$ cat config.mk
export PLATFORM = sky130hd
export DESIGN_NAME = vga_sync_decoder
export DESIGN_NICKNAME = d
export VERILOG_FILES = /design/src/rtl/vga_sync_decoder.sv
export SDC_FILE = /design/constraint.sdc
export NUM_CORES = 1
export LEC_CHECK = 0
export CAP_MARGIN = 20
export CELL_PAD_IN_SITES_DETAIL_PLACEMENT = 1
export CELL_PAD_IN_SITES_GLOBAL_PLACEMENT = 1
export CORE_MARGIN = 4
export CORE_UTILIZATION = 32
export CTS_CLUSTER_DIAMETER = 60
export DETAILED_ROUTE_END_ITERATION = 10
export PLACE_DENSITY_LB_ADDON = 0.1
export SLEW_MARGIN = 20
export SYNTH_ARGS = -nofsm -noshare
export SYNTH_HDL_FRONTEND = slang
export SYNTH_SLANG_ARGS = --single-unit
export TNS_END_PERCENT = 1
$ cat constraint.sdc
create_clock -name clk -period 4.2 [get_ports clk]
set_input_delay 0.42 -clock clk [delete_from_list [all_inputs] [get_ports clk]]
set_output_delay 0.42 -clock clk [all_outputs]
set_load 0.05 [all_outputs]
$ cat src/rtl/vga_sync_decoder.sv
// vga_sync_decoder
// Watches an incoming active-high hsync/vsync pair with 800x525 timing and
// rebuilds hcount/vcount/de from it. A SEARCH/LINE/FRAME/LOCKED state machine
// qualifies the stream. Timing violations seen while locked raise a one-cycle
// err pulse and bump a saturating error counter.
module vga_sync_decoder #(
    parameter int H_TOTAL      = 800,
    parameter int V_TOTAL      = 525,
    parameter int H_ACTIVE     = 640,
    parameter int V_ACTIVE     = 480,
    parameter int H_SYNC_START = 656,
    parameter int H_SYNC_LEN   = 96,
    parameter int V_SYNC_START = 490,
    parameter int V_SYNC_LEN   = 2,
    parameter int LOCK_FRAMES  = 2
) (
    input  logic       clk,
    input  logic       rst,
    input  logic       hsync_in,
    input  logic       vsync_in,
    output logic [9:0] hcount,
    output logic [9:0] vcount,
    output logic       de,
    output logic       locked,
    output logic       frame_start,
    output logic       err,
    output logic [7:0] err_count
);

    localparam logic [1:0] ST_SEARCH = 2'd0;
    localparam logic [1:0] ST_LINE   = 2'd1;
    localparam logic [1:0] ST_FRAME  = 2'd2;
    localparam logic [1:0] ST_LOCKED = 2'd3;

    localparam logic [9:0] H_LAST      = 10'(H_TOTAL - 1);
    localparam logic [9:0] V_LAST      = 10'(V_TOTAL - 1);
    localparam logic [9:0] H_ACT       = 10'(H_ACTIVE);
    localparam logic [9:0] V_ACT       = 10'(V_ACTIVE);
    localparam logic [9:0] H_SS        = 10'(H_SYNC_START);
    localparam logic [9:0] H_SE        = 10'(H_SYNC_START + H_SYNC_LEN);
    localparam logic [9:0] V_SS        = 10'(V_SYNC_START);
    localparam logic [9:0] V_SE        = 10'(V_SYNC_START + V_SYNC_LEN);
    localparam logic [7:0] GOOD_TARGET = 8'(LOCK_FRAMES);

    logic [1:0] state;
    logic [1:0] state_n;
    logic [7:0] good;
    logic [7:0] good_n;
    logic       hs_prev;
    logic       vs_prev;
    logic       hs_rise;
    logic       hs_fall;
    logic       vs_rise;
    logic       vs_fall;
    logic [9:0] p_h;
    logic [9:0] p_v;
    logic [9:0] hcount_n;
    logic [9:0] vcount_n;
    logic       h_bad;
    logic       v_at_sync;
    logic       v_at_end;
    logic       viol;
    logic       to_search;
    logic [7:0] err_count_n;

    // Edge detection against the previous sample, and the predicted position
    // of the sample being presented now (one pixel after the last reported one).
    always_comb begin
        hs_rise   = hsync_in & ~hs_prev;
        hs_fall   = ~hsync_in & hs_prev;
        vs_rise   = vsync_in & ~vs_prev;
        vs_fall   = ~vsync_in & vs_prev;
        p_h       = (hcount == H_LAST) ? 10'd0 : hcount + 10'd1;
        p_v       = vcount;
        if (p_h == 10'd0) begin
            p_v = (vcount == V_LAST) ? 10'd0 : vcount + 10'd1;
        end
        h_bad     = (hs_rise != (p_h == H_SS)) || (hs_fall && (p_h != H_SE));
        v_at_sync = (p_h == 10'd0) && (p_v == V_SS);
        v_at_end  = (p_h == 10'd0) && (p_v == V_SE);
    end

    // Lock state machine: decides the next state and the next counter values.
    always_comb begin
        state_n   = state;
        hcount_n  = hcount;
        vcount_n  = vcount;
        good_n    = good;
        viol      = 1'b0;
        to_search = 1'b0;
        case (state)
            ST_SEARCH: begin
                hcount_n = 10'd0;
                vcount_n = 10'd0;
                good_n   = 8'd0;
                if (hs_rise) begin
                    hcount_n = H_SS;
                    state_n  = ST_LINE;
                end
            end
            ST_LINE: begin
                if (h_bad) begin
                    to_search = 1'b1;
                end else begin
                    hcount_n = p_h;
                    vcount_n = 10'd0;
                    if (hs_rise) begin
                        state_n = ST_FRAME;
                    end
                end
            end
            ST_FRAME: begin
                if (h_bad) begin
                    to_search = 1'b1;
                end else if (vs_rise) begin
                    if ((p_h == 10'd0) && ((good == 8'd0) || (p_v == V_SS))) begin
                        hcount_n = p_h;
                        vcount_n = V_SS;
                        good_n   = good + 8'd1;
                        if (good_n == GOOD_TARGET) begin
                            state_n = ST_LOCKED;
                        end
                    end else begin
                        to_search = 1'b1;
                    end
                end else begin
                    hcount_n = p_h;
                    vcount_n = (good == 8'd0) ? 10'd0 : p_v;
                end
            end
            default: begin
                viol = h_bad
                    || (vs_rise && !v_at_sync)
                    || (vs_fall && !v_at_end)
                    || (v_at_sync && !vs_rise);
                if (viol) begin
                    to_search = 1'b1;
                end else begin
                    hcount_n = p_h;
                    vcount_n = p_v;
                end
            end
        endcase
        if (to_search) begin
            state_n  = ST_SEARCH;
            hcount_n = 10'd0;
            vcount_n = 10'd0;
            good_n   = 8'd0;
        end
        err_count_n = err_count;
        if (viol && (err_count != 8'hFF)) begin
            err_count_n = err_count + 8'd1;
        end
    end

    // Register state, counters and all outputs; reset clears everything.
    always_ff @(posedge clk) begin
        if (rst) begin
            state       <= ST_SEARCH;
            good        <= 8'd0;
            hs_prev     <= 1'b0;
            vs_prev     <= 1'b0;
            hcount      <= 10'd0;
            vcount      <= 10'd0;
            de          <= 1'b0;
            locked      <= 1'b0;
            frame_start <= 1'b0;
            err         <= 1'b0;
            err_count   <= 8'd0;
        end else begin
            state       <= state_n;
            good        <= good_n;
            hs_prev     <= hsync_in;
            vs_prev     <= vsync_in;
            hcount      <= hcount_n;
            vcount      <= vcount_n;
            de          <= (state_n == ST_LOCKED) && (hcount_n < H_ACT) && (vcount_n < V_ACT);
            locked      <= (state_n == ST_LOCKED);
            frame_start <= (state_n == ST_LOCKED) && (hcount_n == 10'd0) && (vcount_n == 10'd0);
            err         <= viol;
            err_count   <= err_count_n;
        end
    end

endmodule
==> key figures <==
Flow run
  – Max-cap check violation count: 0

Place
  – Placer Congestion: slightly below 0.9
  – Dpl hpwl: between 10 and 15 mm
  – PortBufs: 35
  – Dpl cells: 679

STA
  – Final Hold Violating Endpoints: 0
  – Fin. max-slew vios: 0
  – Max Freq: around 260 MHz
  – Final TNS setup: 0 ns
  – Worst rel slew slack: between 30 and 40%
  – Clock Skews: 0.00682 ns
  – Final period util: between 90 and 100%
  – Slew @ Worst Pin: just under 1 ns
  – Count of final setup violators: 0
  – Final Critical Period: 3.89 ns

Global routing
  – First-pass GRT wire length: roughly 24 mm
  – Largest net degree at the start of global routing: 25
  – Vias in the first global route: around 4300
  – Total GRT Usage: a little under a quarter
  – GRT overflow: 0
  – Initial antenna violation count: 0

Synthesis
  – Top-area cell type share of the netlist area: about 24%
  – Syn Inst Count: 511
  – Post-synthesis cell type count: 73
  – Area leader, netlist: dfxtp_1
  – Top cells by area, synth: dfxtp_1 24%, nor2_1 7.2%, a21oi_1 5.6%, nand2_1 4.6%, o21ai_0 4.2%
  – Synthesized area: around 3700 sq um
  – Avg Inst Size Synth: slightly above 7 sq um
  – Top-count cell post-synth: nor2_1
  – EDFF count, synth: 0
  – Synthesized flop and latch total: 44
  – Synth warn: 0
  – Syn_nets: 522
  – Post-synth ARST share: 0%
  – Post-synth top flop: dfxtp_1
  – Post-synth top cells: 70 x nor2_1, 45 x nand2_1, 44 x dfxtp_1, 41 x a21oi_1, 31 x o21ai_0
  – Post-synthesis sequential area ratio: 24.1%

Critical path
  – Reg-to-reg setup timing slack: approximately 0.31 ns
  – Critical path arrival: around 4.1 ns
  – Kind of end point of the critical path: register
  – Max FO, Critical Path: 12
  – CP startpoint kind: register
  – Crit path kind: register to register
  – CP Data Required Time: 4.38 ns

Pwr
  – Power Total: ~1000 uW
  – Leak: ~0.0016 uW
  – P per Cell Area: between 200 and 250 nW/um^2
  – Maximum VDD drop: between 150 and 200 uV

CTS
  – Total CTS buffers: 5
  – Hold buffers post-CTS: 0
  – # Post-CTS Setup Buffers: 0
  – CTS tree: yes
  – Root Driver: clkbuf_16
  – Clock slew at reported path FFs: around 0.07 ns
  – Number of clock sinks: between 40 and 50
  – Worst-case clock buffer depth: 2
  – # H-tree levels: 2
  – Insertion delay to the later sink of the worst-skew pair: about 0.29 ns

Layout
  – Layout Utilization: approximately two fifths
  – Synth-to-layout area growth: 20.5%
  – Fill cell count: around 1400
  – Final net count: 558
  – ANT cells: 0
  – Non-filler instance count after layout: just under 700
  – Layout cells sized above 1: between 10% and 20%

Floorplanning
  – Die height: roughly 110 um
  – Num rows: 38
  – Starting Density: between 30% and 40%
  – Die Footprint: approximately 13000 sq um
  – Boundary Pins: 36
  – Die Wd: around 110 um
  – Total core area: 11000 sq um

Route
  – Vias: ~4200
  – Number of remaining DRC errors: 0
  – DRT antenna net count: 0
  – Starting DRC count in detailed routing: 307
  – Pre-antenna DRT Iters: 5
  – Via density per instance: roughly 6
  – Total Wirelength: about 15 mm
  – WL/cell: between 20 and 25 um

Run status
  – Run status: finished, final reports clean

Hold path
  – Tightest Hold Check Type: register to register
[where the power goes]
part,total [uW],internal [uW],switching [uW]
Sequential,431,422,8.81
Combinational,159,55.5,104
Clock,449,280,169
[area by class of cell]
cell class	count	area [sq um]	area share (%)
Inverter	17	63.8	1.45
Sequential cell	44	881	20.0
Clock inverter	2	35.0	0.794
Tap cell	140	175	3.97
Timing Repair Buffer	63	561	12.7
Clock buffer	6	129	2.92
Multi-Input combinational cell	416	2570	58.2
[worst paths after layout]
kind / startpoint / endpoint / cells past startpoint
max: hcount[0] / frame_start / 14
min: good[1] / good[1] / 2
max reg2reg: hcount[0] / frame_start / 14
min reg2reg: good[1] / good[1] / 2
[cells by family after synthesis]
kind of cell	count (synthesis)	share of synthesized area [%]
mux	5	1.54
xor+xnor	19	4.55
flops	44	24.1
fa+ha+maj	8	2.67
buf+inv	52	6.46
simple gates	228	31.5
compound gates	155	29.2
[worst max-delay path: stages, from the launching register on]
cell	delay [ns]
dfxtp_1	0.51
ha_2	0.37
nand3_1	0.19
xor2_1	0.28
and3_1	0.22
and4_1	0.22
buf_4	0.20
a41oi_1	0.12
o21ai_1	0.31
nand3_2	0.24
nand2_1	0.22
a21oi_1	0.09
a311oi_1	0.43
nor4_1	0.12
o2111a_1	0.25
[repair_timing]
action | in CTS | in global routing
gates resized for setup | 0 | 4
endpoints found under the setup margin | 0 | 6
hold endpoints to repair | 0 | 0
[per-stage QoR]
| stage | hold WS, ns | instance area, sq um | worst slack (ns) |
|---|---|---|---|
| final | 0.552 | 4410 | 0.315 |
| after global routing | 0.586 | 4410 | -0.00451 |
| after CTS | 0.557 | 4390 | 0.147 |
| after detailed placement | 0.542 | 4220 | 0.168 |
| after global placement | 0.523 | 4220 | 0.312 |
| after floorplan | 0.492 | 3660 | 0.377 |
[sequential cells by signal, summed over array words and instances (netlist names)]
| name | cells |
|---|---|
| hcount | 10 |
| vcount | 10 |
| err_count | 8 |
| good | 8 |
| state | 2 |
| de | 1 |
| err | 1 |
| frame_start | 1 |
| hs_prev | 1 |
| locked | 1 |
| vs_prev | 1 |
[placed cells by master, fill, tap and decap left out, types with 3 or more instances in the layout]
cell type        Yosys  routed
nor2_1              70      70
nand2_1             45      45
dfxtp_1             44      44
a21oi_1             41      41
clkdlybuf4s50_1      0      35
o21ai_0             31      30
buf_4                2      28
nor3_1              22      22
nand3_1             21      20
inv_1               16      16
and3_1              11      11
xor2_1              11      11
nand4_1             10      10
a211oi_1             9       9
nor2b_1              9       9
xnor2_1              8       8
and4_1               7       7
o22ai_1              7       7
nor4_1               7       7
a31oi_1              6       6
ha_1                 7       6
and2_1               5       5
o211ai_1             5       5
clkbuf_16            0       5
o31ai_1              4       4
a21o_1               4       4
a311oi_1             4       4
o21a_1               3       3
or3b_2               3       3
mux2i_1              3       3
a22o_1               3       3
[per-layer routing]
layer / routed length (um) / vias up / share of wire [%] / track usage (%)
li1: - / 1971 / - / -
met1: 6960 / 2039 / 47 / 31.7
met2: 6720 / 126 / 45 / 35.7
met3: 839 / 24 / 5.7 / 3.26
met4: 301 / 0 / 2.0 / 6.89
met5: 0 / - / 0 / 0
Power figures use the tool's default switching activity.
